File: src/rtl/ad9226_acq_pkg.sv
// Shared types and channel codes for the AD9226 acquisition sequencer.
package ad9226_acq_pkg;

    typedef enum logic [2:0] {
        StIdle,
        StArmed,
        StDelay,
        StCapture,
        StWaitAck
    } acq_state_e;

    localparam logic [1:0] CH_TEST = 2'b00;
    localparam logic [1:0] CH_A    = 2'b01;
    localparam logic [1:0] CH_B    = 2'b10;
    localparam logic [1:0] CH_RSVD = 2'b11;

endpackage

File: src/rtl/ad9226_trig_edge.sv
// Rising-edge detector for the clk-synchronous ultrasonic fire trigger.
module ad9226_trig_edge (
    input  logic clk,
    input  logic reset_n,
    input  logic trig,
    output logic rise
);

    logic trig_prev_q;

    always_ff @(posedge clk or negedge reset_n) begin
        if (!reset_n) begin
            trig_prev_q <= 1'b0;
        end else begin
            trig_prev_q <= trig;
        end
    end

    assign rise = trig & ~trig_prev_q;

endmodule

File: src/rtl/ad9226_acq_ctrl.sv
// Acquisition sequencer: arm, wait trigger, delay, capture N samples, hold for ack.
// Define ACQ_AUTO_REARM_EN to return to ARMED (instead of IDLE) after each ack.
module ad9226_acq_ctrl
    import ad9226_acq_pkg::*;
#(
    parameter int unsigned LEN_W  = 16,
    parameter int unsigned DLY_W  = 16,
    parameter int unsigned FCNT_W = 16
) (
    input  logic              clk,
    input  logic              reset_n,
    input  logic              start,
    input  logic              abort,
    input  logic              trig,
    input  logic              ack,
    input  logic [1:0]        cfg_ch_sel,
    input  logic [DLY_W-1:0]  cfg_delay,
    input  logic [LEN_W-1:0]  cfg_length,
    output logic              ad_data_en,
    output logic [1:0]        ch_sel,
    output logic              frame_sop,
    output logic              frame_eop,
    output logic              busy,
    output logic              done,
    output logic [FCNT_W-1:0] frame_cnt,
    output logic              err_overrun
);

    acq_state_e        state_q, state_d;
    logic [DLY_W-1:0]  dly_q, dly_d, dly_cnt_q, dly_cnt_d;
    logic [LEN_W-1:0]  len_q, len_d, smp_cnt_q, smp_cnt_d;
    logic [1:0]        ch_sel_d;
    logic [FCNT_W-1:0] frame_cnt_d;
    logic              en_d, sop_d, eop_d, done_d, err_d;
    logic              rise;

    ad9226_trig_edge u_trig_edge (
        .clk     (clk),
        .reset_n (reset_n),
        .trig    (trig),
        .rise    (rise)
    );

    always_comb begin
        state_d     = state_q;
        dly_d       = dly_q;
        len_d       = len_q;
        ch_sel_d    = ch_sel;
        dly_cnt_d   = dly_cnt_q;
        smp_cnt_d   = smp_cnt_q;
        frame_cnt_d = frame_cnt;
        err_d       = err_overrun;
        en_d        = 1'b0;
        sop_d       = 1'b0;
        eop_d       = 1'b0;
        done_d      = 1'b0;

        // A second fire while a frame is in flight is flagged, never restarts it.
        if (rise && (state_q inside {StDelay, StCapture, StWaitAck})) begin
            err_d = 1'b1;
        end

        if (abort) begin
            state_d = StIdle;
        end else begin
            unique case (state_q)
                StIdle: begin
                    if (start && (cfg_length != '0) && (cfg_ch_sel != CH_RSVD)) begin
                        state_d  = StArmed;
                        dly_d    = cfg_delay;
                        len_d    = cfg_length;
                        ch_sel_d = cfg_ch_sel;
                        err_d    = 1'b0;
                    end
                end
                StArmed: begin
                    if (rise) begin
                        dly_cnt_d = '0;
                        smp_cnt_d = '0;
                        state_d   = (dly_q != '0) ? StDelay : StCapture;
                    end
                end
                StDelay: begin
                    if (dly_cnt_q == dly_q - DLY_W'(1)) begin
                        state_d = StCapture;
                    end else begin
                        dly_cnt_d = dly_cnt_q + DLY_W'(1);
                    end
                end
                StCapture: begin
                    en_d  = 1'b1;
                    sop_d = (smp_cnt_q == '0);
                    eop_d = (smp_cnt_q == len_q - LEN_W'(1));
                    if (eop_d) begin
                        state_d = StWaitAck;
                    end else begin
                        smp_cnt_d = smp_cnt_q + LEN_W'(1);
                    end
                end
                StWaitAck: begin
                    if (ack) begin
                        frame_cnt_d = frame_cnt + FCNT_W'(1);
`ifdef ACQ_AUTO_REARM_EN
                        state_d     = StArmed;
`else
                        state_d     = StIdle;
`endif
                    end else begin
                        done_d = 1'b1;
                    end
                end
                default: state_d = StIdle;
            endcase
        end
    end

    always_ff @(posedge clk or negedge reset_n) begin
        if (!reset_n) begin
            state_q     <= StIdle;
            dly_q       <= '0;
            len_q       <= '0;
            dly_cnt_q   <= '0;
            smp_cnt_q   <= '0;
            ch_sel      <= CH_A;
            frame_cnt   <= '0;
            err_overrun <= 1'b0;
            ad_data_en  <= 1'b0;
            frame_sop   <= 1'b0;
            frame_eop   <= 1'b0;
            done        <= 1'b0;
            busy        <= 1'b0;
        end else begin
            state_q     <= state_d;
            dly_q       <= dly_d;
            len_q       <= len_d;
            dly_cnt_q   <= dly_cnt_d;
            smp_cnt_q   <= smp_cnt_d;
            ch_sel      <= ch_sel_d;
            frame_cnt   <= frame_cnt_d;
            err_overrun <= err_d;
            ad_data_en  <= en_d;
            frame_sop   <= sop_d;
            frame_eop   <= eop_d;
            done        <= done_d;
            busy        <= (state_d != StIdle);
        end
    end

endmodule

File: config.mk
export PLATFORM = sky130hd
export DESIGN_NAME = ad9226_acq_ctrl
export DESIGN_NICKNAME = d
export VERILOG_FILES = /design/src/rtl/ad9226_acq_pkg.sv /design/src/rtl/ad9226_trig_edge.sv /design/src/rtl/ad9226_acq_ctrl.sv
export SDC_FILE = /design/constraint.sdc
export NUM_CORES = 1
export LEC_CHECK = 0
export CAP_MARGIN = 40
export CORE_ASPECT_RATIO = 1.4
export CORE_MARGIN = 2
export CORE_UTILIZATION = 35
export CTS_CLUSTER_SIZE = 30
export DETAILED_ROUTE_END_ITERATION = 8
export GPL_TIMING_DRIVEN = 0
export PLACE_DENSITY = 0.59
export SLEW_MARGIN = 20
export SYNTH_ARGS = -nofsm -noshare
export SYNTH_HDL_FRONTEND = slang
export SYNTH_SLANG_ARGS = --single-unit
export TNS_END_PERCENT = 1
File: constraint.sdc
create_clock -name clk -period 4.2 [get_ports clk]
set_clock_uncertainty 0.05 [all_clocks]
set_input_delay 0.42 -clock clk [delete_from_list [all_inputs] [get_ports clk]]
set_output_delay 0.42 -clock clk [all_outputs]
set_load 0.01 [all_outputs]
# [Word-level counts from Yosys, hierarchy flattened]
# Index checks and enable logic that the tools add are counted.
[word_totals] ff_bits=92 inputBits=40 out_inout_bits=24 wordCells=73
[op_classes] add_sub_neg=5 n_eq_ne=10 mux=26 n_bitwise=3 n_reduce_logical=15
[ops] op="$pmux 16 s2" n=2
[ops] op="$add 16x1->16 const B" n=3
[ops] op="$mux 16" n=3
[ops] op="$eq 16x16->1" n=2
[ops] op="$reduce_bool 16->1" n=2
[ops] op="$sub 16x1->16 const B" n=2
[ops] op="$mux 3" n=6
[ops] op="$logic_not 16->1" n=1
[ops] op="$pmux 3 s5" n=1
[ops] op="$mux 1" n=14
[ops] op="$ne 2x2->1 const B" n=4
[ops] op="$reduce_and 4->1" n=2
[ops] op="$eq 3x2->1 const B" n=2
[ops] op="$reduce_and 3->1" n=2
[ops] op="$reduce_bool 3->1" n=2
[ops] op="$reduce_bool 2->1" n=2
[ops] op="$eq 3x1->1 const B" n=1
[ops] op="$eq 3x3->1 const B" n=1
[ops] op="$logic_and 1x1->1" n=3
[ops] op="$logic_not 3->1" n=1
[ops] op="$not 1->1" n=2
[ops] op="$and 1x1->1" n=1

# [Longest topological paths before layout]
[logic_depth] ltp_word=7 depth_mapped=12 mapped_depth_nobuf=10

# [Cells and area by module]
# Synthesis repeated with hierarchy kept, for this count alone.
[unflattened] hier_cells=590 hier_area_um2=5537.8
[by_module_without_submodules] mod="ad9226_acq_ctrl" n_inst=1 cells_each=588 area_per_inst_um2=5499.0 seq_area_each_um2=2278.4
[by_module_without_submodules] mod="ad9226_trig_edge" n_inst=1 cells_each=2 area_per_inst_um2=38.8 seq_area_each_um2=25.0

# [Worst setup path after synthesis]
# OpenSTA, ideal clock, no wires.
[synth_timing] path_type="register to register" start="reg dly_q[0]" end="reg dly_cnt_q[0]" setup_time_ns=0.127 arrival_time_ns=2.848 required_ns=4.023 path_slack_ns=1.174 path_stages_with_launch=12 n_path_buf=1 period_less_slack_ns=3.026 cell_sequence="dfrtp_1 -> inv_1 -> ha_1 -> or4b_4 -> or3_1 -> a211o_1 -> a2111oi_2 -> and4b_1 -> buf_6 -> nand2_1 -> nand2_1 -> mux2_1"
[synth_between] elab_chain_len=4
[synth_rtl] element="start: declaration" line="ad9226_acq_ctrl.sv:30" rtl="logic [DLY_W-1:0] dly_q, dly_d, dly_cnt_q, dly_cnt_d;"
[synth_rtl] element="start signal: assignment" line="ad9226_acq_ctrl.sv:134" rtl="dly_q <= dly_d;"
[synth_rtl] element="$sub 16x1->16" line="ad9226_acq_ctrl.sv:84" rtl="if (dly_cnt_q == dly_q - DLY_W'(1)) begin"
[synth_rtl] element="$eq 16x16->1" line="ad9226_acq_ctrl.sv:84"
[synth_rtl] element="$ne 2x2->1 (no line)"
[synth_rtl] element="$reduce_and 4->1 (no line)"
[synth_rtl] element="end signal: assignment" line="ad9226_acq_ctrl.sv:136" rtl="dly_cnt_q <= dly_cnt_d;"
[synth_rtl] element="end: declaration" line="ad9226_acq_ctrl.sv:30"
# Every way passes these cells.
# A chain may end at the register's enable or synchronous reset.

# [Worst setup path after layout]
# Same ends and word-level chain as after synthesis.

==> results.cfg <==
[place]
place_area_um2 = 6440
gp_congestion = 0.832
dpl.hpwl_um = 10800
io_buffers = 62
place_ws_ns = 0.910

[die]
die_area_um2 = 16900
io_pins = 64
die_x_um = 110
initial_utilization_pct = 35.7
rows = 54
die_y_um = 153
core_area_um2 = 15500

[logic_synthesis]
synth_area_um2 = 5550
synth-edff-count = 0
avgSynthCellArea_um2 = 8.70
synth_flop_cell = dfrtp_1
synth.distinct_cells = 71
syn-num-nets = 684
yosysWarnings = 0
synth-async-reset-ratio_pct = 100
synth-seq-cells = 92
yosysSeqAreaShare_pct = 41.5
synth_cells = 638

[drt]
drt_iter0_markers = 198
wl_per_cell_um = 15.6
ant_nets = 0
first_pass_iters = 5
drcViolationCount = 0
routed_wl_um = 14300
vias = 4807
avgViaCountPerCell = 5.26

[clocking]
cts_resized = 0
cts_root_buf = clkbuf_16
clkTransAtPathRegs_ns = 0.07
ctsLongestPathBuffers = 2
ctsHoldBuffers = 1
htreeDepth = 3
cts_made_buffers = 9
cts_tree = yes
clock_latency_ns = 0.35
cts_setup_buffers = 0
cts.sinks = 92

[cells_and_area]
seqCellArea_um2 = 2300
fillers = 1586
design_area_um2 = 6750
utilization_pct = 43.5
final_common_cell = nand2_1
multi_input_comb_area_um2 = 2990
num_antenna_cells = 0
area.growth.synth_to_final_pct = 21.7
nets = 759
final_cell_mix = 135 x nand2_1, 91 x dfrtp_1, 61 x clkdlybuf4s50_1
drive_above_1_share_pct = 7.10

[power]
total_leakage_power_uw = 0.00298
power.density_nw_per_um2 = 399
ir_worst_vdd_v = 0.000168

[global_route]
antenna_found_initial = 0
grt_pass1_wl_um = 23900
grtUsageTotal_pct = 17.3
grt_pass1_vias = 4901
grt_max_degree = 79
gr-total-overflow = 0

[timing]
maxSlewViolCount = 0
tns_ns = 0
finalWorstSetupSlack_ns = 0.883
worst_hold_slack_ns = 0.392
setup_viol = 0
fmax_ghz = 0.301
fin_crit_ns = 3.32
rsz0062_at_grt = no
tightest_slew_ns = 0.693
period_share_pct = 79.0
relSlewSlack_pct = 53.6
finalHoldViolations = 0

[setup_path]
cp-endpoint = dly_cnt_q[0]
cp_max_fo = 9
cp-startpoint = dly_q[0]
critPathLaunchType = register
r2r_setup_slack_ns = 0.88
r2r_end = dly_cnt_q[0]
crit_path_end_kind = register
crit_type = register to register
cp.arrival_ns = 3.49
rr_worst_depth = 11
r2r_start = dly_q[0]
critPathRequiredTime_ns = 4.37

[outcome]
outcome = finished, final reports clean

[min_path]
min_path_type = input port to register

[job]
drv_cap = 0
synthesized netlist by cell type, types with 5 or more instances:
| master | instances | area [µm²] |
|---|---|---|
| a21o_1 | 6 | 45.0 |
| a21oi_1 | 14 | 70.1 |
| and2_1 | 6 | 37.5 |
| and3_1 | 10 | 62.6 |
| clkbuf_1 | 23 | 86.3 |
| dfrtp_1 | 91 | 2280 |
| ha_1 | 6 | 75.1 |
| inv_1 | 28 | 105 |
| mux2i_1 | 18 | 180 |
| nand2_1 | 135 | 507 |
| nand2b_1 | 15 | 93.8 |
| nand3_1 | 30 | 150 |
| nand4_1 | 23 | 144 |
| nor2_1 | 33 | 124 |
| nor2b_1 | 5 | 31.3 |
| nor3_1 | 18 | 90.1 |
| nor4_1 | 16 | 100 |
| o21ai_0 | 18 | 90.1 |
| or3_1 | 6 | 37.5 |
| xnor2_1 | 35 | 307 |
| xor2_1 | 15 | 131 |
worst min-delay path by stage:
| stage | startpoint | endpoint | slack, ns | depth (start not counted) |
|---|---|---|---|---|
| 3_5_place_dp | reset_n | smp_cnt_q[4] | 0.22 | 1 |
| 6_report | abort | busy | 0.39 | 2 |
| 3_3_place_gp | ch_sel[0] | ch_sel[0] | 0.40 | 2 |
| 4_1_cts | abort | busy | 0.38 | 2 |
| 5_1_grt | abort | busy | 0.41 | 2 |
| 2_1_floorplan | reset_n | ad_data_en | 0.07 | 0 |
flip-flops by register name (all words and copies together) (netlist names):
name	flops
dly_cnt_q	16
dly_q	16
frame_cnt	16
len_q	16
smp_cnt_q	16
state_q	3
ch_sel	2
ad_data_en	1
busy	1
done	1
err_overrun	1
frame_eop	1
frame_sop	1
u_trig_edge.trig_prev_q	1
per-layer routing:
metal	vias to the layer above	part of all wire [%]	GRT usage [%]	wire, µm
met5	-	0	0	0
met4	0	1.2	5.24	173
met3	11	1.9	1.98	273
met2	63	56	33.9	8050
met1	2361	40	19.4	5770
li1	2372	-	-	-
report_power, final:
part / total, µW / internal [µW] / switching (µW)
Sequential: 1160 / 1000 / 161
Combinational: 706 / 331 / 375
Clock: 825 / 436 / 389
stage by stage:
step                power [µW]  std cells
floorplan                 1650        638
global placement          1860        896
detailed placement        1890        897
CTS                       2730        914
global route              2880        914
finish                    2690        914
cell type report:
cell class	count	share of cell area [%]
Inverter	28	1.56
Timing Repair Buffer	64	9.76
Tap cell	196	3.63
Clock inverter	6	0.889
Clock buffer	10	3.54
Sequential cell	92	34.1
Multi-Input combinational cell	486	44.3
Buffer	32	2.22
logic make-up (layout without fill, tap and decap cells):
family | count (synthesis) | in the layout | share of synthesized area, %
xor gates and xnor gates | 50 | 50 | 7.89
and+or+nand+nor | 327 | 327 | 30.0
DFF | 92 | 92 | 41.5
muxes | 23 | 23 | 4.26
AOI/OAI and AO/OA | 80 | 80 | 10.3
buffers and inverters | 60 | 140 | 4.60
adders and majority gates | 6 | 6 | 1.35
critical path, cell delays in order, from the launching register on:
cell	delay, ns
dfrtp_1	0.38
inv_1	0.16
ha_1	0.25
or4b_4	0.52
or3_1	0.37
a211o_1	0.30
a2111oi_2	0.20
and4b_1	0.25
buf_6	0.15
nand2_1	0.12
nand2_1	0.12
mux2_1	0.33
Power figures use the tool's default switching activity.
